### config.mk
export PLATFORM = sky130hd
export DESIGN_NAME = uart4_rx
export DESIGN_NICKNAME = d
export VERILOG_FILES = /design/src/rtl/uart4_rx.sv
export SDC_FILE = /design/constraint.sdc
export NUM_CORES = 1
export LEC_CHECK = 0
export CORE_MARGIN = 3
export CORE_UTILIZATION = 35
export CTS_CLUSTER_SIZE = 10
export DETAILED_ROUTE_END_ITERATION = 6
export HOLD_SLACK_MARGIN = 0.08
export PLACE_DENSITY = 0.53
export SYNTH_ARGS = -nofsm -noshare
export SYNTH_HDL_FRONTEND = slang
export SYNTH_SLANG_ARGS = --single-unit
### constraint.sdc
create_clock -name clk -period 3.1 [get_ports clk]
set_input_delay 0.62 -clock clk [delete_from_list [all_inputs] [get_ports clk]]
set_output_delay 0.62 -clock clk [all_outputs]
set_load 0.01 [all_outputs]
### src/rtl/uart4_rx.sv
// uart4_rx: 8N1 receiver that assembles four bytes, least significant byte first, into a 32-bit word
module uart4_rx #(
    parameter int CLKS_PER_BIT = 234,
    parameter int TIMEOUT_BITS = 20
) (
    input  logic        clk,
    input  logic        nrst,
    input  logic        rx,
    output logic [31:0] data,
    output logic        valid,
    output logic        framing_error,
    output logic        busy
);
    localparam int CW = $clog2(CLKS_PER_BIT + 1);
    localparam int LIMIT = TIMEOUT_BITS * CLKS_PER_BIT;
    localparam int IW = $clog2(LIMIT + 1);
    localparam logic [CW-1:0] FULL = CW'(CLKS_PER_BIT);
    localparam logic [CW-1:0] HALF = CW'(CLKS_PER_BIT / 2);
    localparam logic [IW-1:0] IDLE_LAST = IW'(LIMIT - 1);

    typedef enum logic [2:0] {IDLE, START, DATA, STOP, WAIT_HIGH} state_t;
    state_t state, state_n;
    logic rx_m, rx_s, tick, pend;
    logic [CW-1:0] cnt;
    logic [IW-1:0] idle_cnt;
    logic [2:0] bit_idx;
    logic [1:0] byte_idx;
    logic [7:0] shreg;
    logic [31:0] word;

    assign tick = cnt == CW'(1);
    assign busy = state inside {START, DATA, STOP};

    always_ff @(posedge clk) state <= !nrst ? IDLE : state_n;

    always_comb begin
        state_n = state;
        case (state)
            IDLE:      state_n = rx_s ? IDLE : START;
            START:     state_n = !tick ? START : rx_s ? IDLE : DATA;
            DATA:      state_n = (tick && bit_idx == 3'd7) ? STOP : DATA;
            STOP:      state_n = !tick ? STOP : rx_s ? IDLE : WAIT_HIGH;
            WAIT_HIGH: state_n = rx_s ? IDLE : WAIT_HIGH;
            default:   state_n = IDLE;
        endcase
    end

    always_ff @(posedge clk) begin
        if (!nrst) begin
            rx_m <= 1'b1;
            rx_s <= 1'b1;
            cnt <= '0;
            idle_cnt <= '0;
            bit_idx <= '0;
            byte_idx <= '0;
            shreg <= '0;
            word <= '0;
            pend <= 1'b0;
            data <= '0;
            valid <= 1'b0;
            framing_error <= 1'b0;
        end else begin
            rx_m <= rx;
            rx_s <= rx_m;
            // IDLE keeps the half-bit count preloaded so START samples mid start bit
            cnt <= (state == IDLE) ? HALF : tick ? FULL : cnt - CW'(1);
            bit_idx <= (state == DATA) ? bit_idx + 3'(tick) : '0;
            pend <= 1'b0;
            valid <= pend;
            framing_error <= 1'b0;
            if (pend) data <= word;
            if (state == DATA && tick) shreg <= {rx_s, shreg[7:1]};
            if (state == STOP && tick) begin
                if (rx_s) begin
                    word[{byte_idx, 3'b000} +: 8] <= shreg;
                    byte_idx <= byte_idx + 2'd1;
                    pend <= byte_idx == 2'd3;
                end else begin
                    framing_error <= 1'b1;
                    byte_idx <= '0;
                    word <= '0;
                end
            end
            // inter-byte timeout discards a stale partial word
            if (state == IDLE && byte_idx != '0 && rx_s) begin
                idle_cnt <= idle_cnt + IW'(1);
                if (idle_cnt == IDLE_LAST) begin
                    idle_cnt <= '0;
                    byte_idx <= '0;
                    word <= '0;
                end
            end else begin
                idle_cnt <= '0;
            end
        end
    end
endmodule

==> results_tabular.tex, run 1 <==
\begin{tabular}{lr}
\hline
Metric & Value \\
\hline
\multicolumn{2}{l}{\textbf{Place}} \\
Placed Instance Area & 4773 sq um \\
Pre-CTS WS & 0.6708 ns \\
Placed Cells incl. Taps & 624 \\
Routability-driven placement congestion ratio & 0.7844 \\
IO Port Bufs & 37 \\
Placed wire-length estimate & 6135 um \\
\multicolumn{2}{l}{\textbf{Final layout}} \\
Total non-filler cell area in the finished layout & 5067 sq um \\
Share of layout cells above drive strength 1 & 8.669\% \\
Count of inserted antenna diode cells & 0 \\
Total area of sequential cells & 2123 sq um \\
Multi-input logic area & 2006 sq um \\
Final cell count without fillers & 639 \\
Area added between synthesis and finish & 17.53\% \\
Total Nets Final & 506 \\
Number of fill cells in the layout & 1,195 \\
\multicolumn{2}{l}{\textbf{Hold path}} \\
Hold WC Path Type & flip-flop to flip-flop \\
\multicolumn{2}{l}{\textbf{Floorplan}} \\
Area inside the core boundary & 11,710 sq um \\
Initial standard-cell utilization of the core & 36.82\% \\
Die ar. & 13,690 sq um \\
I/O pins & 38 \\
Width of the die & 117.0 um \\
Standard-cell rows & 39 \\
Die Span Y & 117.0 um \\
\multicolumn{2}{l}{\textbf{Clock network}} \\
Clock latency at the later pin of the worst-skew pair & 0.34 ns \\
Buffers from clock root to sink, at most & 2 \\
CTS tree & yes \\
Post-cts sizing count & 0 \\
H-tree depth & 3 \\
Clock root cell & sky130\_fd\_sc\_hd\_\_clkbuf\_16 \\
Clock Sinks & 106 \\
Clk slew on worst S/H paths & 0.07 ns \\
Number of buffers added by the clock tree synthesis step & 9 \\
Post-CTS Hold Buffers & 0 \\
Buffers inserted during post-CTS setup optimization & 0 \\
\multicolumn{2}{l}{\textbf{Drt}} \\
Number of remaining DRC errors & 0 \\
DR WL/cell & 13.65 um \\
ANT nets after route & 0 \\
First-pass iteration count of the detailed router & 4 \\
DR iter-0 viols & 107 \\
Routed wire length & 8721 um \\
Via total after detailed routing & 3,182 \\
Avg Vias per Cell & 4.980 \\
\multicolumn{2}{l}{\textbf{Timing}} \\
Post-layout min period & 2.424 ns \\
Final Cycle Share & 78.19\% \\
Worst clock skew & 0.005551 ns \\
Final critical-path setup slack & 0.6761 ns \\
Setup total negative slack & 0 ns \\
Hold violation total from the final report & 0 \\
Number of pins exceeding their max-slew limit in the final report & 0 \\
Post-route worst hold slack & 0.4104 ns \\
Remaining max-slew budget at the tightest pin & 32.53\% \\
Transition at the pin with the smallest max-transition slack & 1.012 ns \\
Max Freq & 412.6 MHz \\
RSZ-0062 raised after global routing & no \\
Number of setup violations in the final report & 0 \\
\multicolumn{2}{l}{\textbf{Synth}} \\
Cell type with the largest total area after synthesis & sky130\_fd\_sc\_hd\_\_dfxtp\_1 \\
Number of flip-flops and latches in the synthesized netlist & 106 \\
Share of Yosys cell area claimed by the top area cell type & 49.22\% \\
Synth Cell Area & 4312 sq um \\
Synth cell types & 38 \\
Synth area leaders & sky130\_fd\_sc\_hd\_\_dfxtp\_1 49\%, sky130\_fd\_sc\_hd\_\_mux2i\_1 9.5\%, sky130\_fd\_sc\_hd\_\_nor2\_1 5.8\%, sky130\_fd\_sc\_hd\_\_nand3\_1 5.3\%, sky130\_fd\_sc\_hd\_\_a21oi\_2 4.1\% \\
Proportion of synthesized flip-flops having asynchronous set or reset & 0\% \\
Post-synthesis instance total & 467 \\
Post-synth top flop & sky130\_fd\_sc\_hd\_\_dfxtp\_1 \\
Yosys warning total & 0 \\
Mean Syn Cell Area & 9.233 sq um \\
Sequential element share of the synthesized area & 49.22\% \\
Number of synthesized flops with an enable pin & 0 \\
Post-synthesis net count & 481 \\
\multicolumn{2}{l}{\textbf{Power and ir drop}} \\
Total leakage power & 1.735 nW \\
Peak supply drop & 0.0003140 V \\
Pwr Density & 509.6 nW/um\^{}2 \\
\multicolumn{2}{l}{\textbf{Setup path}} \\
Cells traversed along the worst timing path & inv\_1 > ha\_1 > nor2\_1 > nand3\_1 > o21ai\_2 > buf\_4 > a21oi\_1 \\
Slowest cell on the critical path & sky130\_fd\_sc\_hd\_\_o21ai\_2 \\
Crit Path Max Fanout & 17 \\
Data required time at the worst endpoint & 3.33 ns \\
Kind of capture point of the worst setup path & flip-flop \\
Start-to-end type of the worst setup path & flip-flop to flip-flop \\
Delay of the slowest cell on the worst path & 0.73 ns \\
Crit path arrival time & 2.65 ns \\
Critical Path Start Type & flip-flop \\
\multicolumn{2}{l}{\textbf{Status}} \\
Run status & complete, no violations \\
\multicolumn{2}{l}{\textbf{Global route}} \\
Final global-route overflow total & 0 \\
First-pass GRT wire length & 14,880 um \\
Overall fraction of global-route tracks in use & 13.76\% \\
Maximum number of pins on one net before global-route repair & 34 \\
Antenna violations before repair & 0 \\
Vias in the first global route & 3,138 \\
\multicolumn{2}{l}{\textbf{Run}} \\
Max-capacitance violation count & 0 \\
\hline
\end{tabular}
-- cell families (layout without fill, tap and decap cells) --
kind of cell	Yosys count	after routing	synth area share (%)
AND/OR/NAND/NOR	200	200	22.20
flip-flops	106	106	49.22
AO/OA/AOI/OAI	54	54	8.561
multiplexers	41	41	9.518
buffers and inverters	40	69	4.265
XOR/XNOR	15	15	3.047
adder cells (fa/ha/maj)	11	11	3.192
-- registers in the layout, summed over array words and instances, names as in the netlist --
| signal | count |
|---|---|
| idle_cnt | 13 |
| valid | 1 |
| cnt | 8 |
| rx_s | 1 |
| framing_error | 1 |
| rx_m | 1 |
| byte_idx | 2 |
| data | 32 |
| state | 3 |
| pend | 1 |
| shreg | 8 |
| bit_idx | 3 |
| word | 32 |
-- metal layers --
| metal | part of all wire [%] | track usage [%] |
|---|---|---|
| met1 | 46 | 17.20 |
| met2 | 48 | 22.68 |
| met3 | 3.3 | 4.062 |
| met4 | 1.7 | 4.817 |
| met5 | 0 | 0 |
-- through the flow --
stage / total power, mW / util [%]
6_report: 2.582 / 43.27
5_1_grt: 2.685 / 43.27
4_1_cts: 2.624 / 43.27
3_5_place_dp: 1.480 / 40.76
3_3_place_gp: 1.479 / 40.76
2_1_floorplan: 1.463 / -
-- cells in the final DEF (no fill, tap or decap), types with 3 or more instances in the layout --
cell type                         Yosys  final
sky130_fd_sc_hd__buf_4                0      4
sky130_fd_sc_hd__a21oi_2             20     20
sky130_fd_sc_hd__and4_1               4      4
sky130_fd_sc_hd__and3_1               5      5
sky130_fd_sc_hd__nand3_1             46     46
sky130_fd_sc_hd__a21oi_1             22     22
sky130_fd_sc_hd__xor2_1               6      6
sky130_fd_sc_hd__nor3_1              10     10
sky130_fd_sc_hd__o21ai_0              4      4
sky130_fd_sc_hd__nor4_1               4      4
sky130_fd_sc_hd__clkdlybuf4s50_1      0     37
sky130_fd_sc_hd__or3_1                3      3
sky130_fd_sc_hd__clkbuf_16            0      9
sky130_fd_sc_hd__and2_1               4      4
sky130_fd_sc_hd__dfxtp_1            106    105
sky130_fd_sc_hd__inv_1               12     12
sky130_fd_sc_hd__xnor2_1              9      9
sky130_fd_sc_hd__ha_1                11     11
sky130_fd_sc_hd__nor2_1              67     67
sky130_fd_sc_hd__mux2i_1             41     41
sky130_fd_sc_hd__nand2_1             39     39
sky130_fd_sc_hd__nand4_1              6      6
-- critical path, delay by kind of cell (launching register included) --
| kind | cells | cell delay (ns) |
|---|---|---|
| compound gates | 2 | 0.80 |
| flops | 1 | 0.45 |
| fa+ha+maj | 1 | 0.29 |
| simple gates | 2 | 0.21 |
| buf+inv | 2 | 0.56 |
-- cell usage after synthesis (5+ instances only) --
library cell               number
sky130_fd_sc_hd__nor3_1        10
sky130_fd_sc_hd__dfxtp_1      106
sky130_fd_sc_hd__and3_1         5
sky130_fd_sc_hd__a21oi_2       20
sky130_fd_sc_hd__inv_1         12
sky130_fd_sc_hd__a21oi_1       22
sky130_fd_sc_hd__nand2_1       39
sky130_fd_sc_hd__ha_1          11
sky130_fd_sc_hd__nand3_1       46
sky130_fd_sc_hd__nand4_1        6
sky130_fd_sc_hd__xor2_1         6
sky130_fd_sc_hd__nor2_1        67
sky130_fd_sc_hd__xnor2_1        9
sky130_fd_sc_hd__mux2i_1       41
sky130_fd_sc_hd__clkbuf_1      18
-- final timing paths --
path                          startpoint                   to  slack (ns)  cells past startpoint
hold reg to reg          rx_m$_SDFF_PN1_      rx_s$_SDFF_PN1_        0.41                      1
setup reg to reg  byte_idx[0]$_SDFF_PN0_  word[12]$_SDFF_PN0_        0.68                      7
setup / recovery  byte_idx[0]$_SDFF_PN0_  word[12]$_SDFF_PN0_        0.68                      7
hold / removal           rx_m$_SDFF_PN1_      rx_s$_SDFF_PN1_        0.41                      1
-- layout make-up --
type                    instances  area share (%)
clock inverters                 4           1.012
repair buffers                 42           8.296
well taps                     143           3.531
multi-input cells             321           39.58
clock buffers                  11           4.790
inverters                      12          0.8889
flip-flops and latches        106           41.90
-- where the power goes --
group	switching (mW)	leakage [nW]	internal (mW)
clock	0.488	0.142	0.646
sequential	0.00991	0.856	1.37
combinational	0.0451	0.737	0.0253
Note: power is estimated with default switching activity, not from simulation.
==> run 2, diff against run 1 <==
- clock period: 3.1 -> 2.4 ns (I/O delays scaled with it)
==> run 2 against run 1 <==
- core utilization up 0.72 points
- die area unchanged
- critical path depth down 4
- via count down 0.69%
- global-route usage about the same
- sequential power up 29%
- wire length up 0.80%
- combinational power up 36%
- sequential share of layout area down 0.68 points
- first-iteration DRC count down 18%
- cell count up 1.1%
- non-clock buffer count up 6
- critical path type is now flip-flop to output port
- largest cell class unchanged
- highest routed layer unchanged
==> results_tabular.tex, run 2 (synthesized netlist as in run 1, its figures left out) <==
\begin{tabular}{lr}
\hline
Metric & Value \\
\hline
\multicolumn{2}{l}{\textbf{Global route}} \\
Overall fraction of global-route tracks in use & 13.71\% (-0.045 points) \\
First-pass GRT wire length & 14,950 um (+0.46\%) \\
Global Route met3 Usage & 3.753\% (-0.31 points) \\
Antenna violations before repair & 0 (unchanged) \\
Met2 demand-to-capacity share in global routing & 22.60\% (-0.076 points) \\
Global routing met1 resource utilization & 17.68\% (+0.48 points) \\
Layer with the highest usage after global routing & met2 \\
Vias in the first global route & 3,089 (-1.6\%) \\
Final global-route overflow total & 0 (unchanged) \\
Maximum number of pins on one net before global-route repair & 33 (-2.9\%) \\
\multicolumn{2}{l}{\textbf{Timing}} \\
Max Freq & 484.2 MHz \\
Number of pins exceeding their max-slew limit in the final report & 0 (unchanged) \\
Final Cycle Share & 86.05\% \\
Worst clock skew & 0.004523 ns (-0.001028 ns) \\
Transition at the pin with the smallest max-transition slack & 0.4338 ns (-0.5783 ns) \\
Hold violation total from the final report & 0 (unchanged) \\
Remaining max-slew budget at the tightest pin & 71.01\% (+38 points) \\
Post-route worst hold slack & 0.4251 ns (+0.01472 ns) \\
RSZ-0062 raised after global routing & no \\
Final critical-path setup slack & 0.3347 ns (-0.3414 ns) \\
Post-layout min period & 2.065 ns \\
Number of setup violations in the final report & 0 (unchanged) \\
Setup total negative slack & 0 ns (unchanged) \\
\multicolumn{2}{l}{\textbf{Clock network}} \\
H-tree depth & 3 (unchanged) \\
Post-CTS Hold Buffers & 0 (unchanged) \\
Clock Sinks & 106 (unchanged) \\
Number of buffers added by the clock tree synthesis step & 9 (unchanged) \\
Clock root cell & sky130\_fd\_sc\_hd\_\_clkbuf\_16 \\
Post-cts sizing count & 0 (unchanged) \\
CTS tree & yes \\
Clk slew on worst S/H paths & 0.07 ns (about the same) \\
Buffers inserted during post-CTS setup optimization & 0 (unchanged) \\
Clock latency at the later pin of the worst-skew pair & 0.34 ns (about the same) \\
Buffers from clock root to sink, at most & 2 (unchanged) \\
\multicolumn{2}{l}{\textbf{Setup path}} \\
Crit Path Max Fanout & 9 (-8) \\
Data required time at the worst endpoint & 1.92 ns (-1.41 ns) \\
Slowest cell on the critical path & sky130\_fd\_sc\_hd\_\_clkdlybuf4s50\_1 \\
Delay of the slowest cell on the worst path & 0.54 ns (-0.19 ns) \\
Crit path arrival time & 1.59 ns (-1.06 ns) \\
Most repeated library cell on the critical path & sky130\_fd\_sc\_hd\_\_nor2\_1 \\
Cells traversed along the worst timing path & nor2\_1 > nor2\_1 > clkdlybuf4s50\_1 \\
Critical Path Start Type & flip-flop \\
CP top delay family & buffers and inverters \\
Worst path buffer plus inverter count & 1 (-1) \\
Start-to-end type of the worst setup path & flip-flop to output port \\
Kind of capture point of the worst setup path & output port \\
\multicolumn{2}{l}{\textbf{Status}} \\
Run status & complete, no violations \\
\multicolumn{2}{l}{\textbf{Final layout}} \\
Share of layout cells above drive strength 1 & 9.940\% (+1.3 points) \\
Most common cell after layout, fill and taps aside & sky130\_fd\_sc\_hd\_\_dfxtp\_1 \\
Highest-count cells in the layout ignoring fill and taps & 105 x sky130\_fd\_sc\_hd\_\_dfxtp\_1, 67 x sky130\_fd\_sc\_hd\_\_nor2\_1, 46 x sky130\_fd\_sc\_hd\_\_nand3\_1, 41 x sky130\_fd\_sc\_hd\_\_mux2i\_1, 39 x sky130\_fd\_sc\_hd\_\_nand2\_1 \\
Total Nets Final & 512 (+1.2\%) \\
Top flop regs & data: 32 flops, word: 32 flops, idle\_cnt: 13 flops \\
Total non-filler cell area in the finished layout & 5151 sq um (+1.7\%) \\
Final cell count without fillers & 646 (+1.1\%) \\
Count of inserted antenna diode cells & 0 (unchanged) \\
Area added between synthesis and finish & 19.47\% \\
\multicolumn{2}{l}{\textbf{Drt}} \\
First-pass iteration count of the detailed router & 4 (unchanged) \\
Avg Vias per Cell & 4.892 (-1.8\%) \\
Number of remaining DRC errors & 0 (unchanged) \\
Via total after detailed routing & 3,160 (-0.69\%) \\
DR iter-0 viols & 88 (-18\%) \\
Routed wire length & 8791 um (+0.80\%) \\
ANT nets after route & 0 (unchanged) \\
DR WL/cell & 13.61 um (-0.29\%) \\
\multicolumn{2}{l}{\textbf{Hold path}} \\
Hold WC Path Type & flip-flop to flip-flop \\
\multicolumn{2}{l}{\textbf{Place}} \\
Routability-driven placement congestion ratio & 0.7832 (-0.15\%) \\
Placed wire-length estimate & 6250 um (+1.9\%) \\
Placed Instance Area & 4831 sq um (+1.2\%) \\
IO Port Bufs & 37 (unchanged) \\
Placed Cells incl. Taps & 630 (+0.96\%) \\
Pre-CTS WS & 0.4476 ns (-0.2233 ns) \\
\multicolumn{2}{l}{\textbf{Run}} \\
Max-capacitance violation count & 0 (unchanged) \\
\multicolumn{2}{l}{\textbf{Floorplan}} \\
I/O pins & 38 (unchanged) \\
Die Span Y & 117.0 um (unchanged) \\
Initial standard-cell utilization of the core & 36.82\% (unchanged) \\
Width of the die & 117.0 um (unchanged) \\
Area inside the core boundary & 11,710 sq um (unchanged) \\
Die ar. & 13,690 sq um (unchanged) \\
Standard-cell rows & 39 (unchanged) \\
\multicolumn{2}{l}{\textbf{Power and ir drop}} \\
Total leakage power & 1.779 nW (+2.6\%) \\
Peak supply drop & 0.0003512 V (+12\%) \\
Pwr Density & 666.0 nW/um\^{}2 (+31\%) \\
\hline
\end{tabular}
## run 2: changes by cell type in the layout (fill, tap and decap cells not counted), sizes merged
| cell | previous run | this run |
|---|---|---|
| buf | 5 | 11 |
| bufinv | 1 | 2 |
| clkinv | 1 | 2 |
| inv | 13 | 12 |
## run 2: area by class of cell
type                       instances  area (sq um)
tap                              143         178.9
multi-input combinational        321          2006
clock buffer                      11         242.7
fill                            1155          6560
inverter                          12         45.04
timing repair buffer              48         478.0
clock inverter                     5         77.57
sequential                       106          2123
## run 2: layer usage
metal	routed length, um	share of wire [%]
met5	0	0
met4	106	1.2
met2	4153	47
met3	285	3.2
met1	4246	48
## run 2: final timing paths
check	cells after the start	slack [ns]	startpoint	to
max	3	0.33	state[1]$_SDFF_PN0_	busy
min	1	0.43	rx_m$_SDFF_PN1_	rx_s$_SDFF_PN1_
max reg2reg	7	0.46	cnt[1]$_SDFF_PP0_	word[28]$_SDFF_PN0_
min reg2reg	1	0.43	rx_m$_SDFF_PN1_	rx_s$_SDFF_PN1_
## run 2: through the flow
stage	util, %	power (mW)
detailed placement	41.25	1.918
finish	43.99	3.431
floorplan	-	1.890
global route	43.99	3.565
global placement	41.25	1.916
CTS	43.99	3.485
## run 2: where the power goes
| part | switching (mW) | internal (mW) | total [mW] | leakage (nW) |
|---|---|---|---|---|
| Clock | 0.615 | 0.939 | 1.55 | 0.156 |
| Sequential | 0.0124 | 1.77 | 1.78 | 0.856 |
| Combinational | 0.0602 | 0.0360 | 0.0962 | 0.768 |
| Total | 0.688 | 2.74 | 3.43 | 1.78 |
## run 2: worst reg2reg max path, cell delays in order, from the launching register on
cell and delay, ns:
sky130_fd_sc_hd__dfxtp_1 0.32, sky130_fd_sc_hd__inv_1 0.07, sky130_fd_sc_hd__ha_1 0.15, sky130_fd_sc_hd__or4b_4 0.47, sky130_fd_sc_hd__o41a_1 0.40, sky130_fd_sc_hd__o21ai_2 0.10
sky130_fd_sc_hd__buf_12 0.25, sky130_fd_sc_hd__a21oi_1 0.07
